--- src/rtl/intf2_wr_sched.sv ---
// Write-side scheduler for the 8-lane input interface: picks the source, drives the per-beat
// skew rotation and produces registered bank write enable/address for one frame of LEN+1 beats.
module intf2_wr_sched #(
    parameter int unsigned ADDR_W = 9
) (
    input  logic              CLK,
    input  logic              RSTN,
    input  logic              START,
    input  logic              MODE,
    input  logic [ADDR_W-1:0] LEN,
    input  logic              VLD_IN,
    output logic              RDY_OUT,
    output logic              SEL_EXTN,
    output logic [2:0]        SEL_PERMW,
    output logic              WEN,
    output logic [ADDR_W-1:0] WADDR,
    output logic              BUSY,
    output logic              DONE
);

    localparam int unsigned NumDigits = ADDR_W / 3;

    typedef enum logic [1:0] {StIdle, StRun, StLast} state_e;

    state_e            state_q, state_d;
    logic              mode_q, mode_d;
    logic [ADDR_W-1:0] len_q, len_d;
    logic [ADDR_W-1:0] cnt_q, cnt_d;
    logic              wen_q, wen_d;
    logic [ADDR_W-1:0] waddr_q, waddr_d;
    logic              accept;
    logic [2:0]        perm;

    assign accept = (state_q == StRun) && VLD_IN;

    // Skewed bank mapping: rotation is the base-8 digit sum of the beat index, carries dropped.
    always_comb begin
        perm = 3'd0;
        for (int i = 0; i < NumDigits; i++) begin
            perm = perm + cnt_q[3*i +: 3];
        end
    end

    always_comb begin
        state_d = state_q;
        mode_d  = mode_q;
        len_d   = len_q;
        cnt_d   = cnt_q;
        wen_d   = accept;
        waddr_d = accept ? cnt_q : waddr_q;
        unique case (state_q)
            StIdle: begin
                if (START) begin
                    mode_d  = MODE;
                    len_d   = LEN;
                    cnt_d   = '0;
                    state_d = StRun;
                end
            end
            StRun: begin
                if (accept) begin
                    if (cnt_q == len_q) begin
                        state_d = StLast;
                    end else begin
                        cnt_d = cnt_q + 1'b1;
                    end
                end
            end
            StLast: begin
                // Return CNT to zero so the idle rotation reads 0.
                cnt_d   = '0;
                state_d = StIdle;
            end
            default: state_d = StIdle;
        endcase
    end

    always_ff @(posedge CLK or negedge RSTN) begin
        if (!RSTN) begin
            state_q <= StIdle;
            mode_q  <= 1'b0;
            len_q   <= '0;
            cnt_q   <= '0;
            wen_q   <= 1'b0;
            waddr_q <= '0;
        end else begin
            state_q <= state_d;
            mode_q  <= mode_d;
            len_q   <= len_d;
            cnt_q   <= cnt_d;
            wen_q   <= wen_d;
            waddr_q <= waddr_d;
        end
    end

    assign RDY_OUT   = (state_q == StRun);
    assign SEL_EXTN  = mode_q;
    assign SEL_PERMW = perm;
    assign WEN       = wen_q;
    assign WADDR     = waddr_q;
    assign BUSY      = (state_q != StIdle);
    assign DONE      = (state_q == StLast);

endmodule

--- config.mk ---
export PLATFORM = sky130hd
export DESIGN_NAME = intf2_wr_sched
export DESIGN_NICKNAME = d
export VERILOG_FILES = /design/src/rtl/intf2_wr_sched.sv
export SDC_FILE = /design/constraint.sdc
export NUM_CORES = 1
export LEC_CHECK = 0
export ABC_AREA = 1
export BUFFER_PORTS_ARGS = -buffer_cell sky130_fd_sc_hd__buf_2
export CORE_MARGIN = 5
export CORE_UTILIZATION = 45
export CTS_BUF_LIST = sky130_fd_sc_hd__clkbuf_4 sky130_fd_sc_hd__clkbuf_8
export DETAILED_ROUTE_END_ITERATION = 12
export HOLD_SLACK_MARGIN = 0.05
export PLACE_DENSITY = 0.69
export SLEW_MARGIN = 40
export SYNTH_ARGS = -nofsm -noshare
export SYNTH_HDL_FRONTEND = slang
export SYNTH_SLANG_ARGS = --single-unit
--- constraint.sdc ---
create_clock -name CLK -period 2 [get_ports CLK]
set_input_delay 0.1 -clock CLK [delete_from_list [all_inputs] [get_ports CLK]]
set_output_delay 0.1 -clock CLK [all_outputs]
set_load 0.02 [all_outputs]
; Yosys cells after proc, flatten, opt, wreduce, memory -nomap -nowiden
; Cells that the tools add are included.
[op_classes]
n_eq_ne = 7
addsub = 3
n_reduce_logical = 7
n_mux = 8
[op_table]
columns = op, n
row1 = 9-bit 2-to-1 mux, 3
row2 = 9-bit case mux with 3 select lines, 1
row3 = "9-bit by 1-bit adder with 9-bit output, second input constant", 1
row4 = 9-bit == test, 1
row5 = 3-bit adder, 2
row6 = 2-bit 2-to-1 mux, 3
row7 = "2-bit by 1-bit inequality test with 1-bit output, second input constant", 2
row8 = "2-bit inequality test, second input constant", 2
row9 = 2-bit case mux with 2 select lines, 1
row10 = 4-bit AND reduction, 1
row11 = 3-bit AND reduction, 1
row12 = 3-bit nonzero test, 1
row13 = "2-bit by 1-bit == test with 1-bit output, second input constant", 1
row14 = "2-bit == test, second input constant", 1
row15 = 2-bit logical NOT, 1
row16 = 2-bit AND reduction, 1
row17 = 2-bit nonzero test, 1
row18 = 1-bit logical AND, 1
[totals]
register_bits = 31
in_bits = 14
elab_cells = 31
out_inout_bits = 17

; Depth between registers and ports, before layout
; Gate-level depths: netlist (run 1).
[logic_depth]
depth_word = 4
ltp_mapped = 9
mapped_depth_nobuf = 9

; Least setup slack after synthesis (run 1)
; Ideal clock, no wire load.
[synth_path]
kind = register to output
startpoint = reg cnt_q[4]
endpoint = out SEL_PERMW[2]
n_path_buf = 0
t_required_ns = 1.900
setup_slack_ns = -0.073
stages_incl_launch_ff = 8
arrival_time_ns = 1.973
path_cell_list = dfrtp_1 inv_1 fa_1 inv_1 ha_1 xnor2_1 xor2_1 xor2_1
[synth_between]
elab_chain_cells = 2
[synth_lines]
columns = item, line_no
row1 = "start, declared", 28  ; logic [ADDR_W-1:0] cnt_q, cnt_d;
row2 = "start signal, assigned", 90  ; cnt_q <= cnt_d;
row3 = 3-bit adder (2 in series), 40  ; perm = perm + cnt_q[3*i +: 3];
row4 = "end, declared", 14  ; output logic [2:0] SEL_PERMW,
; No other way between the ends.

; Final worst setup path (run 1)
; Ends and elaborated chain as after synthesis.

==> results of run 1 <==
[registers in the layout (all words and copies together) (netlist names)]
name / count
state_q: 2
cnt_q: 9
WEN: 1
len_q: 9
WADDR: 9
SEL_EXTN: 1
[tightest hold or removal path: stages]
cell and delay (ps):
buf_2 80, nor2_1 30, a21oi_1 100
[power by group through the flow]
stage / clock network (W) / logic (W) / registers, W
after detailed placement: 0 / 0.00110 / 0.000958
after floorplan: 0 / 0.000746 / 0.00103
after global routing: 0.000604 / 0.00129 / 0.000975
after CTS: 0.000570 / 0.00116 / 0.000948
after global placement: 0 / 0.00109 / 0.000950
final: 0.000554 / 0.00117 / 0.000944
[metal layers]
metal	GRT usage [%]	part of all wire, %
met1	20.32	44
met5	0	0
met4	5.010	1.4
met3	6.171	9.6
met2	21.84	45
[synthesized netlist by cell type, drive strengths merged (7+ instances only)]
cell type	instances
a21oi	8
buf	7
nand4	9
xnor2	10
o21ai	9
inv	22
nor2	16
dfrtp	31
nand3	9
nand2	56
mux2	8
[what timing repair did]
action	in CTS	in global routing
buffers inserted	2	2
endpoints found under the hold margin	39	0
endpoints found under the setup margin	1	1
hold buffers	9	0
pin swaps	3	3
resized for setup	5	0
[metrics by stage]
stage,setup TNS (ps),worst slack [ps]
final,-211.9,-211.9
after global routing,-327.6,-327.6
after CTS,-235.4,-235.4
after detailed placement,-29.20,-29.20
after global placement,0,57.24
after floorplan,0,14.36
[worst paths after layout]
path	cells past startpoint	slack (ps)	startpoint	endpoint
worst max-delay path	8	-210	cnt_q[4]$_DFFE_PN0P_	SEL_PERMW[2]
worst min-delay path	3	60	LEN[3]	len_q[3]$_DFFE_PN0P_
worst max register to register	10	280	cnt_q[1]$_DFFE_PN0P_	cnt_q[6]$_DFFE_PN0P_
worst min register to register	2	470	WADDR[5]$_DFFE_PN0P_	WADDR[5]$_DFFE_PN0P_
max in group asynchronous	3	1310	RSTN	len_q[0]$_DFFE_PN0P_
min in group asynchronous	2	270	RSTN	WADDR[2]$_DFFE_PN0P_
[layout make-up]
type / instances / area, um2 / area share, %
repair buffers: 51 / 352.8 / 16.07
inverters: 22 / 85.08 / 3.875
multi-input cells: 133 / 818.3 / 37.26
well taps: 48 / 60.06 / 2.735
flip-flops and latches: 31 / 775.7 / 35.33
clock buffers: 8 / 103.9 / 4.729
[logic make-up after synthesis]
logic type,count (synthesis)
and+or+nand+nor,90
DFF,31
buffers and inverters,29
AOI/OAI and AO/OA,19
xor gates and xnor gates,12
muxes,8
adders and majority gates,4
==> summary.txt, run 1 <==
Timing
  – Worst setup margin: -211.9 ps
  – Final Max Tran Viols: 0
  – Hold Slack: around 64 ps
  – Max_slew headroom: 67.88%
  – FMAX: 452.1 MHz
  – RSZ-0062 raised after global routing: true
  – Tcrit/Tclk final: 110.6%
  – Worst-margin pin slew: a little under 500 ps
  – Fin crit period: 2212 ps
  – Fin. Hold Viols: 0
  – Final setup fails: 1
  – Clock skew: roughly 3.6 ps

Critical path
  – Crit path kind: flop to primary output
  – Worst endpoint required time: 1900 ps
  – Worst setup SP type: flop
  – Critical Path, Cell by Cell: inv_2 -> fa_1 -> inv_1 -> ha_2 -> xnor2_2 -> xor2_2 -> xor2_2 -> buf_4
  – CP max stage cell: fa_1
  – Bufs and invs on worst path: 3
  – Crit path largest cell delay: around 520 ps
  – Most frequent CP cell: xor2_2
  – Worst-path maximum fanout: 2
  – CP delay by family, top: adder cells
  – Arr. time, crit path: around 2100 ps
  – Crit path capture type: primary output

Route
  – First-pass detailed-route iteration total: 4
  – WL/cell: around 12 um
  – Vias per inst: between 4 and 5
  – Initial DRC count: 70
  – DRC viols: 0
  – Routed Antenna Nets: 0
  – Total wire length: roughly 3500 um
  – Vias: roughly 1400

Synth
  – FFs w/ async S/R, synth: 100.0%
  – Syn nets: 211
  – Post-Synth Simple-Gate Area: roughly a quarter
  – Post-Syn Area per Cell: a little under 9 um2
  – Post-Synth XOR/XNOR Area: under 10%
  – Largest family of logic cells by synthesized area: simple AND/OR/NAND/NOR gates
  – Post-synthesis compound-gate area fraction: around 5.8%
  – Yosys cell types: 26
  – Post-synth EDFFs: 0
  – Yosys reg bits: 31
  – Synth area leader: dfrtp_1
  – Top-area cell type share of the netlist area: about 45%
  – Post-synthesis mux area share: around 5.3%
  – Mapped Cells: 193
  – Warnings from Yosys: 0
  – Register area share after synthesis: roughly 45%
  – Top cells by area, synth: dfrtp_1 45%, nand2_1 12%, xnor2_1 4.6%, mux2_1 3.3%, nand4_1 3.3%
  – Cell area after synthesis: 1714 um2
  – Area share of fa/ha/maj cells after synthesis: about 3.8%
  – Top_reg_cell synth: dfrtp_1

Floorplan
  – Initial Utilization: a little under half
  – Chip Height: 71.72 um
  – Die width: around 70 um
  – Core Region: between 3000 and 4000 um2
  – DIE AREA: 5144 um2
  – # IOs: 31
  – Rows: 22

Power
  – Cell Int Power: roughly 0.0016 W
  – Sequential share of power: a little over a third
  – NetSw: about 0.0010 W
  – Net Sw Frac: 38.31%
  – Pwr per Cell Area: about 1200 nW/um2
  – Leakage: around 1.1 nW
  – Combinational share of power: 43.9%
  – Total power: 0.002668 W
  – Clock power frac: between 20% and 30%
  – Maximum VDD drop: 742.8 uV

Final layout
  – Layout cells sized above 1: approximately a third
  – Non-Filler Instances: 293
  – Antenna diodes: 0
  – Filler cells: ~330
  – Area grow syn2layout: 28.10%
  – Fin nets: roughly 260
  – Most common cell after layout, fill and taps aside: nand2_1
  – Core Util, Final: 59.53%
  – Design Area, Final: between 2000 and 2500 um2
  – Most frequent cells in the layout: 53 x nand2_1, 31 x dfrtp_1, 29 x buf_2, 13 x nor2_1

Global route
  – Initial antenna violation count: 0
  – First-pass GRT wire length: slightly below 6000 um
  – Tot GR Track Use: 15.05%
  – Vias in the first global route: between 1000 and 1500
  – Pin count of the biggest net entering global routing: 32
  – GR Overflow Total: 0

Clock tree
  – H-tree depth: 2
  – Clk pin slew, worst setup/hold paths: approximately 60 ps
  – Num CTS Buffers: 5
  – TritonCTS Sinks: 31
  – CTS tree: built
  – Clock latency at the later pin of the worst-skew pair: between 200 and 300 ps
  – CTS Buffer Depth: 2
  – CTS Root Cell: clkbuf_8

Status
  – Failing checks: setup timing
  – Status: finished with violations

Run
  – Max-Cap Viols: 0

Place
  – GPL Wtd Cong: a little under 0.9
  – DP Cell Count: 271
  – Placed inst area: 1924 um2
  – Post-DP HPWL: 2384 um
  – IO Port Bufs: 30

Min path
  – Hold Crit Class: primary input to flop
Note: power is estimated with default switching activity, not from simulation.
==> run 2: changes to the inputs <==
--- a/config.mk
+++ b/config.mk
@@ -13,6 +13,7 @@
 export DETAILED_ROUTE_END_ITERATION = 12
 export HOLD_SLACK_MARGIN = 0.05
 export PLACE_DENSITY = 0.69
+export SETUP_SLACK_MARGIN = 0.2
 export SLEW_MARGIN = 40
 export SYNTH_ARGS = -nofsm -noshare
 export SYNTH_HDL_FRONTEND = slang
==> run 2 against run 1 <==
Effect of this change: the flow still finishes with violations (setup timing); hold slack lost 1.6 ps; critical path depth unchanged; utilization decreased by 1.6 points; sequential share of layout area up 0.99 points; first-iteration DRC count down 40%; setup slack better by 47 ps; via count decreased by 2.6%; cell count shrank 1.7%; die area stayed put; critical path type unchanged.
==> summary.txt, run 2 (synthesis gave the netlist of run 1 again) <==
Status
  – Status: finished with violations (unchanged)
  – Failing checks: setup timing (unchanged)

Route
  – Total wire length: 3490 um (was 3464 um)
  – First-pass detailed-route iteration total: 5 (was 4)
  – DRC viols: 0 (unchanged)
  – Initial DRC count: 42 (was 70)
  – WL/cell: 12.12 um (was 11.82 um)
  – Vias: 1370 (was 1407)
  – Routed Antenna Nets: 0 (unchanged)
  – Vias per inst: 4.757 (was 4.802)

Global route
  – GR Overflow Total: 0 (unchanged)
  – Initial antenna violation count: 0 (unchanged)
  – Pin count of the biggest net entering global routing: 32 (unchanged)
  – First-pass GRT wire length: 6085 um (was 5934 um)
  – Tot GR Track Use: 15.33% (was 15.05%)
  – Vias in the first global route: 1370 (was 1271)

Critical path
  – Worst-path maximum fanout: 2 (unchanged)
  – Crit path capture type: primary output (unchanged)
  – Crit path largest cell delay: 530 ps (was 520 ps)
  – Critical Path, Cell by Cell: inv_2 -> fa_1 -> inv_1 -> ha_2 -> xnor2_2 -> xor2_2 -> xor2_2 -> buf_4 (unchanged)
  – Arr. time, crit path: 2070 ps (was 2110 ps)
  – Worst endpoint required time: 1900 ps (about the same)
  – CP delay by family, top: adder cells (unchanged)
  – Worst setup SP type: flop (unchanged)
  – Bufs and invs on worst path: 3 (unchanged)
  – CP max stage cell: fa_1 (unchanged)
  – Crit path kind: flop to primary output (unchanged)
  – Most frequent CP cell: xor2_2 (unchanged)

Power
  – Pwr per Cell Area: 1217 nW/um2 (was 1215 nW/um2)
  – Leakage: 1.079 nW (was 1.111 nW)
  – Maximum VDD drop: 645.0 uV (was 742.8 uV)

Final layout
  – Fin nets: 258 (was 262)
  – Layout cells sized above 1: 30.00% (was 31.43%)
  – Antenna diodes: 0 (unchanged)
  – Non-Filler Instances: 288 (was 293)
  – Core Util, Final: 57.90% (was 59.53%)
  – Design Area, Final: 2136 um2 (was 2196 um2)
  – Filler cells: 340 (was 332)
  – Most frequent cells in the layout: 53 x nand2_1, 31 x dfrtp_1, 28 x buf_2, 13 x nor2_1, 12 x inv_1 (was 53 x nand2_1, 31 x dfrtp_1, 29 x buf_2, 13 x nor2_1)
  – Area grow syn2layout: 24.60% (was 28.10%)
  – Most common cell after layout, fill and taps aside: nand2_1 (unchanged)

Clock tree
  – CTS Root Cell: clkbuf_8 (unchanged)
  – TritonCTS Sinks: 31 (unchanged)
  – CTS Buffer Depth: 2 (unchanged)
  – Clk pin slew, worst setup/hold paths: 60 ps (about the same)
  – CTS tree: built (unchanged)
  – H-tree depth: 2 (unchanged)
  – Clock latency at the later pin of the worst-skew pair: 280 ps (was 290 ps)
  – Num CTS Buffers: 5 (unchanged)

Place
  – IO Port Bufs: 30 (unchanged)
  – DP Cell Count: 271 (unchanged)
  – Placed inst area: 1934 um2 (was 1924 um2)
  – Post-DP HPWL: 2516 um (was 2384 um)
  – GPL Wtd Cong: 0.8981 (was 0.8694)

Floorplan
  – # IOs: 31 (unchanged)
  – Initial Utilization: 46.47% (unchanged)
  – Chip Height: 71.72 um (unchanged)
  – Core Region: 3689 um2 (unchanged)
  – Die width: 71.72 um (unchanged)
  – Rows: 22 (unchanged)
  – DIE AREA: 5144 um2 (unchanged)

Timing
  – Final Max Tran Viols: 0 (unchanged)
  – Worst-margin pin slew: 694.5 ps (was 480.7 ps)
  – Worst setup margin: -165.4 ps (was -211.9 ps)
  – Clock skew: 2.993 ps (was 3.625 ps)
  – RSZ-0062 raised after global routing: true (unchanged)
  – Fin crit period: 2165 ps (was 2212 ps)
  – Max_slew headroom: 53.70% (was 67.88%)
  – Fin. Hold Viols: 0 (unchanged)
  – FMAX: 461.8 MHz (was 452.1 MHz)
  – Hold Slack: 62.58 ps (was 64.14 ps)
  – Tcrit/Tclk final: 108.3% (was 110.6%)
  – Final setup fails: 1 (unchanged)
  – Setup TNS: -165.4 ps (was -211.9 ps)

Run
  – Max-Cap Viols: 0 (unchanged)

Min path
  – Hold Crit Class: primary input to flop (unchanged)
[run 2: changes by cell type in the layout (fill, tap and decap cells not counted), sizes merged]
cell	change
clkinv	+1
clkbuf	-2
buf	-4
[run 2: layer usage]
metal | vias to the layer above | track usage, % | share of wire (%)
met1 | 608 | 18.58 | 45
met3 | 11 | 4.067 | 7.2
met4 | 0 | 9.812 | 3.2
met5 | - | 0 | 0
met2 | 46 | 23.98 | 45
li1 | 705 | - | -
[run 2: where the power goes]
part,internal [W],switching [W]
clock network,0.000269,0.000219
logic,0.000495,0.000668
registers,0.000820,0.000128
[run 2: repair_timing]
item,in CTS,in global routing
gates cloned,0,0
endpoints found under the setup margin,2,2
hold buffers,9,0
setup buffers,1,0
endpoints found under the hold margin,39,0
pin swaps,1,0
gates resized for setup,3,1
[run 2: area by class of cell]
| cell class | count | area (um2) | share of cell area [%] |
|---|---|---|---|
| timing repair buffer | 47 | 309.0 | 14.47 |
| inverter | 22 | 85.08 | 3.984 |
| sequential | 31 | 775.7 | 36.32 |
| clock buffer | 6 | 82.58 | 3.866 |
| clock inverter | 1 | 5.005 | 0.2343 |
| tap | 48 | 60.06 | 2.812 |
| multi-input combinational | 133 | 818.3 | 38.31 |
[run 2: final timing paths]
kind,start,end,slack [ps],cells past startpoint
min reg2reg,WADDR[8]$_DFFE_PN0P_,WADDR[8]$_DFFE_PN0P_,480,2
max,cnt_q[1]$_DFFE_PN0P_,SEL_PERMW[2],-170,8
min in group asynchronous,RSTN,WADDR[2]$_DFFE_PN0P_,400,2
max reg2reg,cnt_q[1]$_DFFE_PN0P_,cnt_q[6]$_DFFE_PN0P_,400,10
min,LEN[3],len_q[3]$_DFFE_PN0P_,60,3
max in group asynchronous,RSTN,len_q[4]$_DFFE_PN0P_,1160,2
[run 2: metrics by stage]
step           total power (W)  setup slack [ps]
3_3_place_gp          0.002050             120.7
4_1_cts               0.002638            -208.8
2_1_floorplan         0.001783             80.11
3_5_place_dp          0.002077             69.32
5_1_grt               0.002814            -276.4
6_report              0.002598            -165.4
[run 2: worst register-to-register path, stage by stage, from the launching register on]
cell	delay, ps
dfrtp_1	390
buf_4	130
buf_4	140
ha_1	200
nand3_1	170
nor2_1	80
nand3_1	70
nand2_1	50
nor2_1	90
nand4_1	110
nand2_1	100
==> run 3: changes to the inputs <==
--- a/config.mk
+++ b/config.mk
@@ -12,6 +12,7 @@
 export CTS_BUF_LIST = sky130_fd_sc_hd__clkbuf_4 sky130_fd_sc_hd__clkbuf_8
 export DETAILED_ROUTE_END_ITERATION = 12
 export HOLD_SLACK_MARGIN = 0.05
+export MAX_ROUTING_LAYER = met4
 export PLACE_DENSITY = 0.69
 export SETUP_SLACK_MARGIN = 0.2
 export SLEW_MARGIN = 40
==> constraint.sdc (replaced) <==
create_clock -name CLK -period 2.5 [get_ports CLK]
set_input_delay 0.125 -clock CLK [delete_from_list [all_inputs] [get_ports CLK]]
set_output_delay 0.125 -clock CLK [all_outputs]
set_load 0.02 [all_outputs]
==> run 3 against run 2 <==
Effect of this change: the run now ends clean; cell count fell by 2.4%; via count grew 0.22%; non-clock buffer count shrank 8; power shrank 23%; clock power is 25% lower; clock skew is 1.2 ps lower; sequential power shrank 18%; wire length increased by 0.69%; design area is 4.1% lower; largest cell class unchanged; highest routed layer unchanged.
==> summary.txt, run 3 (synthesis gave the netlist of run 1 again) <==
Status
  – Status: finished clean (was finished with violations)

Timing
  – Final Max Tran Viols: 0 (unchanged)
  – Fin. Hold Viols: 0 (unchanged)
  – Worst-margin pin slew: 679.2 ps (was 694.5 ps)
  – Fin crit period: between 2000 and 2500 ps
  – Clock skew: 1.756 ps (was 2.993 ps)
  – Hold Slack: 75.40 ps (was 62.58 ps)
  – Tcrit/Tclk final: between 80% and 90%
  – Final setup fails: 0 (was 1)
  – RSZ-0062 raised after global routing: true (unchanged)
  – Worst setup margin: 312.2 ps (was -165.4 ps)
  – FMAX: about 460 MHz
  – Setup TNS: 0 ps (was -165.4 ps)
  – Max_slew headroom: 54.72% (was 53.70%)

Route
  – First-pass detailed-route iteration total: 4 (was 5)
  – Routed Antenna Nets: 0 (unchanged)
  – Total wire length: 3514 um (was 3490 um)
  – Vias: 1373 (was 1370)
  – WL/cell: 12.51 um (was 12.12 um)
  – Vias per inst: 4.886 (was 4.757)
  – DRC viols: 0 (unchanged)
  – Initial DRC count: 83 (was 42)

Place
  – Post-DP HPWL: 2548 um (was 2516 um)
  – GPL Wtd Cong: 0.8800 (was 0.8981)
  – DP Worst Slack: 378.5 ps (was 69.32 ps)
  – IO Port Bufs: 30 (unchanged)
  – Placed inst area: 1864 um2 (was 1934 um2)

Critical path
  – Crit path kind: flop to primary output (unchanged)
  – Bufs and invs on worst path: 3 (unchanged)
  – Most frequent CP cell: xor2_1 (was xor2_2)
  – CP max stage cell: fa_1 (unchanged)
  – Arr. time, crit path: 2060 ps (was 2070 ps)
  – CP delay by family, top: adder cells (unchanged)
  – Worst reg2reg setup slack: 950 ps (was 400 ps)
  – Worst endpoint required time: 2380 ps (was 1900 ps)
  – Crit path capture type: primary output (unchanged)
  – Critical Path, Cell by Cell: inv_2 -> fa_1 -> inv_1 -> ha_2 -> xnor2_2 -> xor2_1 -> xor2_1 -> buf_4 (was inv_2 -> fa_1 -> inv_1 -> ha_2 -> xnor2_2 -> xor2_2 -> xor2_2 -> buf_4)
  – Worst setup SP type: flop (unchanged)
  – Worst-path maximum fanout: 2 (unchanged)
  – Crit path largest cell delay: 520 ps (was 530 ps)

Floorplan
  – Rows: 22 (unchanged)
  – DIE AREA: 5144 um2 (unchanged)
  – Core Region: 3689 um2 (unchanged)
  – # IOs: 31 (unchanged)
  – Initial Utilization: 46.47% (unchanged)
  – Chip Height: 71.72 um (unchanged)
  – Die width: 71.72 um (unchanged)

Clock tree
  – Clk pin slew, worst setup/hold paths: 60 ps (about the same)
  – TritonCTS Sinks: 31 (unchanged)
  – CTS tree: built (unchanged)
  – CTS Buffer Depth: 2 (unchanged)
  – H-tree depth: 2 (unchanged)
  – Num CTS Buffers: 5 (unchanged)
  – Clock latency at the later pin of the worst-skew pair: 280 ps (about the same)
  – CTS Root Cell: clkbuf_8 (unchanged)

Power
  – Net Sw Frac: 40.58% (was 39.04%)
  – NetSw: 0.0008157 W (was 0.001014 W)
  – Clock power frac: 18.3% (was 18.8%)
  – Leakage: 1.034 nW (was 1.079 nW)
  – Cell Int Power: 0.001194 W (was 0.001584 W)
  – Sequential share of power: 38.7% (was 36.5%)
  – Total power: 0.002010 W (was 0.002598 W)
  – Combinational share of power: 43.0% (was 44.7%)
  – Pwr per Cell Area: 981.3 nW/um2 (was 1217 nW/um2)
  – Maximum VDD drop: 551.8 uV (was 645.0 uV)

Final layout
  – Most frequent cells in the layout: 53 x nand2_1, 29 x buf_2, 27 x dfrtp_1, 13 x nor2_1, 11 x inv_1 (was 53 x nand2_1, 31 x dfrtp_1, 28 x buf_2, 13 x nor2_1, 12 x inv_1)
  – Most common cell after layout, fill and taps aside: nand2_1 (unchanged)
  – Layout cells sized above 1: 30.47% (was 30.00%)
  – Antenna diodes: 0 (unchanged)
  – Area grow syn2layout: 19.49% (was 24.60%)
  – Design Area, Final: 2048 um2 (was 2136 um2)
  – Filler cells: 360 (was 340)
  – Fin nets: 250 (was 258)

Global route
  – Tot GR Track Use: 15.52% (was 15.33%)
  – Vias in the first global route: 1298 (was 1370)
  – First-pass GRT wire length: 6037 um (was 6085 um)
  – Initial antenna violation count: 0 (unchanged)
  – Pin count of the biggest net entering global routing: 32 (unchanged)
  – GR Overflow Total: 0 (unchanged)

Run
  – Max-Cap Viols: 0 (unchanged)

Min path
  – Hold Crit Class: primary input to flop (unchanged)
-- run 3: changes by cell type in the layout (fill, tap and decap cells not counted), sizes merged --
cell | before | now
dlygate4sd3 | 9 | 6
clkinv | 1 | 3
clkbuf | 6 | 5
buf | 38 | 33
-- run 3: area by class of cell --
cell class                 instances  area [um2]  share of cell area (%)
multi-input combinational        133       803.3                   39.22
tap                               48       60.06                   2.932
inverter                          22       85.08                   4.154
sequential                        31       780.7                   38.12
clock inverter                     3       15.01                  0.7330
clock buffer                       5       68.82                   3.360
timing repair buffer              39       235.2                   11.48
-- run 3: metrics by stage --
step | cells | utilization (%)
3_3_place_gp | 264 | 50.54
5_1_grt | 281 | 55.53
6_report | 281 | 55.53
3_5_place_dp | 264 | 50.54
4_1_cts | 281 | 55.09
2_1_floorplan | 193 | -
-- run 3: metal layers --
| layer | routed length, um | share of wire, % | GRT usage (%) |
|---|---|---|---|
| met5 | 0 | 0 | - |
| met4 | 47 | 1.3 | 5.010 |
| met3 | 209 | 5.9 | 5.189 |
| met2 | 1643 | 47 | 24.08 |
| met1 | 1613 | 46 | 19.04 |
-- run 3: final timing paths --
kind                                      startpoint                    to  cells after the start
worst max-delay path            cnt_q[1]$_DFFE_PN0P_          SEL_PERMW[2]                      8
worst min-delay path                          LEN[5]  len_q[5]$_DFFE_PN0P_                      2
max in group asynchronous                       RSTN  cnt_q[0]$_DFFE_PN0P_                      2
worst min register to register  WADDR[5]$_DFFE_PN0P_  WADDR[5]$_DFFE_PN0P_                      2
worst max register to register  cnt_q[4]$_DFFE_PN0P_  cnt_q[3]$_DFFE_PN0P_                      8
min in group asynchronous                       RSTN  len_q[3]$_DFFE_PN0P_                      2
-- run 3: power groups by stage --
stage | Sequential, W | Clock (W) | Combinational [W]
after floorplan | 0.000822 | 0 | 0.000592
after global placement | 0.000789 | 0 | 0.000817
after detailed placement | 0.000796 | 0 | 0.000824
after CTS | 0.000774 | 0.000389 | 0.000866
after global routing | 0.000803 | 0.000415 | 0.000957
final | 0.000777 | 0.000368 | 0.000865
-- run 3: what timing repair did --
| action | CTS | global route |
|---|---|---|
| endpoints found under the hold margin | 36 | 0 |
| hold buffers | 6 | 0 |
| gates cloned | 0 | 0 |
| gates resized for setup | 1 | 9 |
| endpoints found under the setup margin | 1 | 1 |
| pin swaps | 0 | 3 |
| buffers inserted | 3 | 0 |
